==> config.mk <==
export PLATFORM = sky130hd
export DESIGN_NAME = seg7_scan_driver_flat
export DESIGN_NICKNAME = d
export VERILOG_FILES = /design/src/rtl/seg7_scan_if.sv /design/src/rtl/seg7_scan_driver.sv /design/src/flat_wrapper.sv
export SDC_FILE = /design/constraint.sdc
export NUM_CORES = 1
export LEC_CHECK = 0
export ABC_AREA = 1
export ABC_CLOCK_PERIOD_IN_PS = 2200
export CORE_MARGIN = 1
export CORE_UTILIZATION = 55
export CTS_CLUSTER_SIZE = 14
export DETAILED_ROUTE_END_ITERATION = 8
export GPL_ROUTABILITY_DRIVEN = 0
export HOLD_SLACK_MARGIN = 0.1
export PLACE_DENSITY = 0.78
export SLEW_MARGIN = 20
export SYNTH_ARGS = -nofsm -noshare
export SYNTH_HDL_FRONTEND = slang
export SYNTH_SLANG_ARGS = --single-unit
==> constraint.sdc <==
create_clock -name clk -period 2.2 [get_ports clk]
set_input_delay 0.44 -clock clk [delete_from_list [all_inputs] [get_ports clk]]
set_output_delay 0.44 -clock clk [all_outputs]
set_load 0.005 [all_outputs]
==> src/rtl/seg7_scan_if.sv <==
// rtl/seg7_scan_if.sv - value/load/dot inputs and scanned display outputs of the seven-segment driver

interface seg7_scan_if #(
  parameter int NUM_DIGITS = 4
);
  logic [4*NUM_DIGITS-1:0] i_value;
  logic                    i_load;
  logic [NUM_DIGITS-1:0]   i_dot;
  logic [0:6]              o_segment_enable;
  logic [0:NUM_DIGITS-1]   o_display_enable;
  logic                    o_dot_enable;
  logic                    o_frame_start;

  modport master (
    output i_value, i_load, i_dot,
    input  o_segment_enable, o_display_enable, o_dot_enable, o_frame_start
  );

  modport slave (
    input  i_value, i_load, i_dot,
    output o_segment_enable, o_display_enable, o_dot_enable, o_frame_start
  );
endinterface

==> src/rtl/seg7_scan_driver.sv <==
// rtl/seg7_scan_driver.sv - multiplexed hex seven-segment scanner with double-buffered value
// Optional leading-zero blanking: define SEG7_LEADING_ZERO_BLANK_EN.

module seg7_scan_driver #(
  parameter int NUM_DIGITS   = 4,
  parameter int REFRESH_DIV  = 50000,
  parameter int BLANK_CYCLES = 500
) (
  input  logic         clk,
  input  logic         i_reset,
  seg7_scan_if.slave   bus
);

  localparam int PRE_W = (REFRESH_DIV > 1) ? $clog2(REFRESH_DIV) : 1;
  localparam int IDX_W = (NUM_DIGITS > 1) ? $clog2(NUM_DIGITS) : 1;
  localparam int VAL_W = 4 * NUM_DIGITS;

  localparam logic [PRE_W-1:0] PRE_LAST  = PRE_W'(REFRESH_DIV - 1);
  localparam logic [IDX_W-1:0] IDX_LAST  = IDX_W'(NUM_DIGITS - 1);
  localparam logic [PRE_W-1:0] BLANK_END = PRE_W'(BLANK_CYCLES);

  function automatic logic [0:6] glyph(input logic [3:0] nib);
    logic [0:6] g;
    case (nib)
      4'h0: g = 7'b0000001;
      4'h1: g = 7'b1001111;
      4'h2: g = 7'b0010010;
      4'h3: g = 7'b0000110;
      4'h4: g = 7'b1001100;
      4'h5: g = 7'b0100100;
      4'h6: g = 7'b0100000;
      4'h7: g = 7'b0001111;
      4'h8: g = 7'b0000000;
      4'h9: g = 7'b0000100;
      4'hA: g = 7'b0001000;
      4'hB: g = 7'b1100000;
      4'hC: g = 7'b0110001;
      4'hD: g = 7'b1000010;
      4'hE: g = 7'b0110000;
      default: g = 7'b0111000;
    endcase
    return g;
  endfunction

  logic [PRE_W-1:0]      prescaler_q, prescaler_d;
  logic [IDX_W-1:0]      idx_q, idx_d;
  logic [VAL_W-1:0]      pending_q, pending_d;
  logic                  pending_valid_q, pending_valid_d;
  logic [VAL_W-1:0]      disp_q, disp_d;
  logic [0:6]            seg_q, seg_d;
  logic [0:NUM_DIGITS-1] de_q, de_d;
  logic                  dot_q, dot_d;
  logic                  fs_q, fs_d;

  logic       tick;
  logic       boundary;
  logic [3:0] nibble;
  logic       dot_req;
  logic       slot_blank;
  logic       lz_blank;
  logic       zero_run;

  always_comb begin
    tick     = (prescaler_q == PRE_LAST);
    boundary = tick && (idx_q == IDX_LAST);

    prescaler_d = tick ? '0 : prescaler_q + 1'b1;
    idx_d       = idx_q;
    if (tick) begin
      idx_d = (idx_q == IDX_LAST) ? '0 : idx_q + 1'b1;
    end

    // Transfer reads the old pending word, so a load landing on the boundary stays pending
    pending_d       = pending_q;
    pending_valid_d = pending_valid_q;
    disp_d          = disp_q;
    if (boundary && pending_valid_q) begin
      disp_d          = pending_q;
      pending_valid_d = 1'b0;
    end
    if (bus.i_load) begin
      pending_d       = bus.i_value;
      pending_valid_d = 1'b1;
    end

    nibble  = 4'h0;
    dot_req = 1'b0;
    de_d    = '1;
    for (int k = 0; k < NUM_DIGITS; k++) begin
      if (idx_q == IDX_W'(k)) begin
        nibble  = disp_q[4*k +: 4];
        dot_req = bus.i_dot[k];
        de_d[k] = 1'b0;
      end
    end

    slot_blank = (BLANK_CYCLES > 0) && (prescaler_q < BLANK_END);

    lz_blank = 1'b0;
    zero_run = 1'b1;
`ifdef SEG7_LEADING_ZERO_BLANK_EN
    // Walk down from the top digit; a slot blanks while everything at or above it is zero
    for (int k = NUM_DIGITS - 1; k > 0; k--) begin
      zero_run = zero_run && (disp_q[4*k +: 4] == 4'h0);
      if ((idx_q == IDX_W'(k)) && zero_run) begin
        lz_blank = 1'b1;
      end
    end
`else
    zero_run = 1'b0;
`endif

    if (slot_blank || lz_blank || zero_run && 1'b0) begin
      seg_d = '1;
      de_d  = '1;
      dot_d = 1'b1;
    end else begin
      seg_d = glyph(nibble);
      dot_d = ~dot_req;
    end

    fs_d = boundary;
  end

  always_ff @(posedge clk) begin
    if (i_reset) begin
      prescaler_q     <= '0;
      idx_q           <= '0;
      pending_q       <= '0;
      pending_valid_q <= 1'b0;
      disp_q          <= '0;
      seg_q           <= '1;
      de_q            <= '1;
      dot_q           <= 1'b1;
      fs_q            <= 1'b0;
    end else begin
      prescaler_q     <= prescaler_d;
      idx_q           <= idx_d;
      pending_q       <= pending_d;
      pending_valid_q <= pending_valid_d;
      disp_q          <= disp_d;
      seg_q           <= seg_d;
      de_q            <= de_d;
      dot_q           <= dot_d;
      fs_q            <= fs_d;
    end
  end

  assign bus.o_segment_enable = seg_q;
  assign bus.o_display_enable = de_q;
  assign bus.o_dot_enable     = dot_q;
  assign bus.o_frame_start    = fs_q;

endmodule
==> src/flat_wrapper.sv <==
// flat-port wrapper written by rule: the top's interface ports become plain ports
module seg7_scan_driver_flat 
#(
  parameter int NUM_DIGITS   = 4,
  parameter int REFRESH_DIV  = 50000,
  parameter int BLANK_CYCLES = 500
)
  (clk, i_reset, bus_i_value, bus_i_load, bus_i_dot, bus_o_segment_enable, bus_o_display_enable, bus_o_dot_enable, bus_o_frame_start);
  seg7_scan_if #(.NUM_DIGITS(NUM_DIGITS)) bus_i ();
  input  logic clk;
  input  logic i_reset;
  input wire logic [$bits(bus_i.i_value)-1:0] bus_i_value;
  input wire logic [$bits(bus_i.i_load)-1:0] bus_i_load;
  input wire logic [$bits(bus_i.i_dot)-1:0] bus_i_dot;
  output wire logic [$bits(bus_i.o_segment_enable)-1:0] bus_o_segment_enable;
  output wire logic [$bits(bus_i.o_display_enable)-1:0] bus_o_display_enable;
  output wire logic [$bits(bus_i.o_dot_enable)-1:0] bus_o_dot_enable;
  output wire logic [$bits(bus_i.o_frame_start)-1:0] bus_o_frame_start;
  assign bus_i.i_value = bus_i_value;
  assign bus_i.i_load = bus_i_load;
  assign bus_i.i_dot = bus_i_dot;
  assign bus_o_segment_enable = bus_i.o_segment_enable;
  assign bus_o_display_enable = bus_i.o_display_enable;
  assign bus_o_dot_enable = bus_i.o_dot_enable;
  assign bus_o_frame_start = bus_i.o_frame_start;
  seg7_scan_driver #(.NUM_DIGITS(NUM_DIGITS), .REFRESH_DIV(REFRESH_DIV), .BLANK_CYCLES(BLANK_CYCLES)) u_core (.clk(clk), .i_reset(i_reset), .bus(bus_i));
endmodule
======== Word level (Yosys, flattened, before mapping) ========
Memory sizes are Yosys's and may differ from the RTL's. A register that Yosys moved wholly into a read port is not among the register bits.
Index checks and enable logic that the tools add are counted.
operators by class
  $add $sub $neg .......................... 2
  order comparisons ....................... 1
  equal/unequal tests ..................... 4
  multiplexer cells ....................... 15
  bitwise logic cells ..................... 1
  reduce and logical (&&, ||, !) cells .... 6
operator list
  cell                     number
  $add A16 B1 Y16 const B  1
  $eq A16 B16 Y1 const B   1
  $lt A16 B9 Y1 const B    1
  $mux W4                  4
  $mux W1                  10
  $eq A2 B2 Y1 const B     2
  $reduce_or A2 Y1         2
  $add A2 B1 Y2 const B    1
  $eq A2 B1 Y1 const B     1
  $logic_and A1 B1 Y1      2
  $logic_not A2 Y1         1
  $mux W2                  1
  $reduce_bool A2 Y1       1
  $not A1 Y1               1
storage, ports and cells
  register bits after elaboration ......... 57
  bits in read-only memories .............. 112
  output and inout port bits .............. 13
  memories kept ........................... 1
memory list
  memory           depth  width  read ports  clocked after memory_dff  write ports  line                    RTL
  (no name shown)  16     7      1           1                         0            seg7_scan_driver.sv:24  case (nib)

======== Depth between registers and ports, before layout ========
  depth in word-level cells ............... 6
  depth in mapped cells ................... 13

======== Worst setup path after synthesis ========
Ideal clock, no wire load.
  kind .................................... register -> register
  start ................................... register u_core.idx_q[0]
  end ..................................... register u_core.seg_q (netlist bit u_core.bus.o_segment_enable[3])
  setup time .............................. 0.116 ns
  data arrival time ....................... 1.710 ns
  setup slack ............................. 0.374 ns
  stages on the path, launching flop included .. 12
  path buffers ............................ 0
  clock period less this slack ............ 1.826 ns
  path through ............................ dfxtp_1 inv_1 ha_1 inv_1 nand3_1 nand2_1 o21ai_0 ha_1 nand3_1 nand3_1 nand2_1 nand2_1
between the ends
  word-level cells in the longest chain between the ends .. 5
  elaborated cells on any way between the ends .. 8
ends and longest elaborated chain
  item                    line                     RTL
  from (decl)             seg7_scan_driver.sv:46   logic [IDX_W-1:0] idx_q, idx_d;
  from (signal assigned)  seg7_scan_driver.sv:138  idx_q <= idx_d;
  $logic_not A2 Y1        seg7_scan_driver.sv:90   if (idx_q == IDX_W'(k)) begin
  $mux W4 (3 in series)   seg7_scan_driver.sv:90
  $mux W4 (*)             seg7_scan_driver.sv:90
  to (decl)               seg7_scan_driver.sv:50   logic [0:6] seg_q, seg_d;
Mark *: on every way between the ends. The rest lies on a longest branch, timed or not.
A chain may end at the register's enable or synchronous reset.

======== Worst setup path after layout ========
Ends and elaborated chain as after synthesis.

==> results.toml <==
[clocking]
clk_latency_ps = 340
cts_buffer_depth = 2
post-cts-setup-buffers = 0
htreeDepth = 3
cts_root_buf = "clkbuf_8"
clk_pin_slew_ps = 70
cts_buffers = 9
clock-sinks = 64
tritoncts = "built"

[timing]
report.final.slew_viol_count = 0
clock_skew_ps = 10.2
max_freq_ghz = 0.502
period_needed_ps = 1990
setup_violations = 0
worst_pin_slew_ps = 616
finalHoldViolations = 0
tns_ps = 0
relSlewSlack_pct = 58.9
layout_setup_ws_ps = 209
fin_crit_sh_pct = 90.5
rsz0062_at_grt = "no"

[placement]
io_buffers = 35
dpl_cell_area_um2 = 3350
dp_hpwl_mm = 4.48
pre_cts_ws_ps = 123

[critical_path]
cp_max_fo = 6
worstPathRequired_ps = 2430
arrival_ps = 2220
critPathCaptureType = "flip-flop"
crit_type = "flip-flop to flip-flop"
cp-start-kind = "flip-flop"

[route]
drtIter0Drc = 134
drc_errors = 0
routed_wl_mm = 6.09
vias_per_cell = 5.23
ant_nets = 0
dr.pass1.iters = 4
drt-wirelength-per-cell_um = 11.9
via_count = 2670

[pwr]
fin_total_pwr_uw = 2310
cellLeakagePower_uw = 0.00141
irDropWorstVdd_mv = 0.482
pwr_density_cell_nw_per_um2 = 649

[floorplanning]
core_um2 = 5140
fp.dieW_um = 75.5
row_count = 26
ios = 36
dieHeight_um = 75.5
die_area_um2 = 5690
start_util_pct = 57.7

[synth]
ys_top_cells_by_area = "dfxtp_1, nand2_1, nor2_1, a21oi_1, nand3_1"
yosys.area.top_type = "dfxtp_1"
ys_async_sr_fraction_pct = 0
synth_ff_type = "dfxtp_1"
syn_avg_cell_area_um2 = 7.42
synth.net_count = 434
ys_types = 33
synth_top_area_share_pct = 43.2
yosys_warnings = 0
synth-edff-count = 0
synth_area_um2 = 2970
syn_inst = 400
ys_seq_area_share_pct = 43.2
synth-seq-cells = 64

[grt]
grt_pass1_wl_mm = 10.2
grt_usage_pct = 23.7
antenna_found_initial = 0
gr-total-overflow = 0
grt_max_degree = 20
first_global_vias = 2420

[cells_and_area]
fin_nets = 470
diodes = 0
multi_input_area_um2 = 1470
layout-area-overhead-vs-synth_pct = 19.9
nFillCells = 453
seqCellArea_um2 = 1280
final_area_um2 = 3560
drive_gt1_share_pct = 9.98

[job]
maxCapViolCount = 0

[worst_hold_path]
hp-class = "flip-flop to flip-flop"

[outcome]
status = "finished clean"
stage by stage:
step                hold slack (ps)  std cells  utilization, %
CTS                             453        511            69.1
global placement                432        495            65.3
detailed placement              443        495            65.3
global route                    471        511            69.2
floorplan                       417        400               -
finish                          451        511            69.2
critical path, cell delays in order (launching register included):
cell and delay (ps):
dfxtp_1 380, inv_1 100, ha_1 270, nand2_1 110
nand2_1 60, o211ai_1 80, nand2_1 90, nand2_1 160
inv_1 80, ha_1 270, nand3_1 80, nand3_1 80
nand2_1 80, nand2_1 40
registers in the layout (all words and copies together), names as in the netlist:
register / flops
u_core.disp_q: 16
u_core.bus.o_frame_start: 1
u_core.pending_valid_q: 1
u_core.pending_q: 16
u_core.idx_q: 2
u_core.prescaler_q: 16
u_core.bus.o_display_enable: 4
u_core.bus.o_dot_enable: 1
u_core.bus.o_segment_enable: 7
path summary, 6_finish.rpt:
kind | start | endpoint | slack, ps | cells after the start
setup / recovery | u_core.idx_q[0]$_SDFFE_PP0N_ | u_core.bus.o_segment_enable[3]$_SDFF_PP1_ | 210 | 13
hold / removal | u_core.prescaler_q[0]$_SDFF_PP0_ | u_core.prescaler_q[0]$_SDFF_PP0_ | 450 | 1
setup reg to reg | u_core.idx_q[0]$_SDFFE_PP0N_ | u_core.bus.o_segment_enable[3]$_SDFF_PP1_ | 210 | 13
hold reg to reg | u_core.prescaler_q[0]$_SDFF_PP0_ | u_core.prescaler_q[0]$_SDFF_PP0_ | 450 | 1
Yosys cell counts, types with 5 or more instances:
cell,instances
dfxtp_1,64
ha_1,11
nand3_1,31
inv_1,29
o21ai_0,20
nor2_1,58
a21oi_1,33
nand4_1,20
nand2_1,79
nand2_2,5
inv_2,5
clkbuf_1,5
cells in the final DEF, fill, tap and decap left out, types with 3 or more instances in the layout:
| cell type | synthesis | layout |
|---|---|---|
| nand2_1 | 79 | 79 |
| dfxtp_1 | 64 | 64 |
| nor2_1 | 58 | 58 |
| clkdlybuf4s50_1 | 0 | 35 |
| a21oi_1 | 33 | 33 |
| nand3_1 | 31 | 31 |
| inv_1 | 29 | 29 |
| nand4_1 | 20 | 20 |
| o21ai_0 | 20 | 19 |
| clkbuf_8 | 0 | 10 |
| ha_1 | 11 | 9 |
| inv_2 | 5 | 5 |
| nand2_2 | 5 | 5 |
| buf_4 | 1 | 5 |
| o21ai_1 | 3 | 4 |
| nor3_1 | 4 | 4 |
| xor2_1 | 4 | 4 |
| o211ai_1 | 3 | 3 |
| nor2_2 | 3 | 3 |
per-layer routing:
metal | routed length [µm] | vias to the layer above | global-route usage, %
li1 | - | 1386 | -
met1 | 2820 | 1208 | 28.8
met2 | 2940 | 64 | 39.6
met3 | 192 | 12 | 6.08
met4 | 135 | 0 | 10.3
met5 | 0 | - | 0
power by group:
group | switching, µW | internal [µW] | total [µW]
clock network | 449 | 552 | 1000
logic | 46.4 | 55.0 | 101
registers | 20.6 | 1180 | 1210
total | 516 | 1790 | 2310
cell families (layout without fill, tap and decap cells):
kind of cell | count (synthesis) | after routing | synth area share (%)
buffers and inverters | 50 | 91 | 7.42
xor gates and xnor gates | 4 | 4 | 1.18
adders and majority gates | 11 | 11 | 4.64
and+or+nand+nor | 211 | 211 | 33.1
AOI/OAI and AO/OA | 60 | 60 | 10.5
DFF | 64 | 64 | 43.2
final cells by class:
| class | count | share of cell area [%] |
|---|---|---|
| clock inverter | 5 | 1.58 |
| timing repair buffer | 40 | 10.9 |
| multi-input combinational | 286 | 41.4 |
| sequential | 64 | 36.0 |
| clock buffer | 11 | 3.97 |
| inverter | 35 | 3.69 |
| tap | 70 | 2.46 |
repair_timing:
action | in CTS | in global routing
gates resized for setup | 0 | 3
endpoints found under the setup margin | 0 | 4
hold buffers | 0 | 0
(Power assumes the default switching activity.)
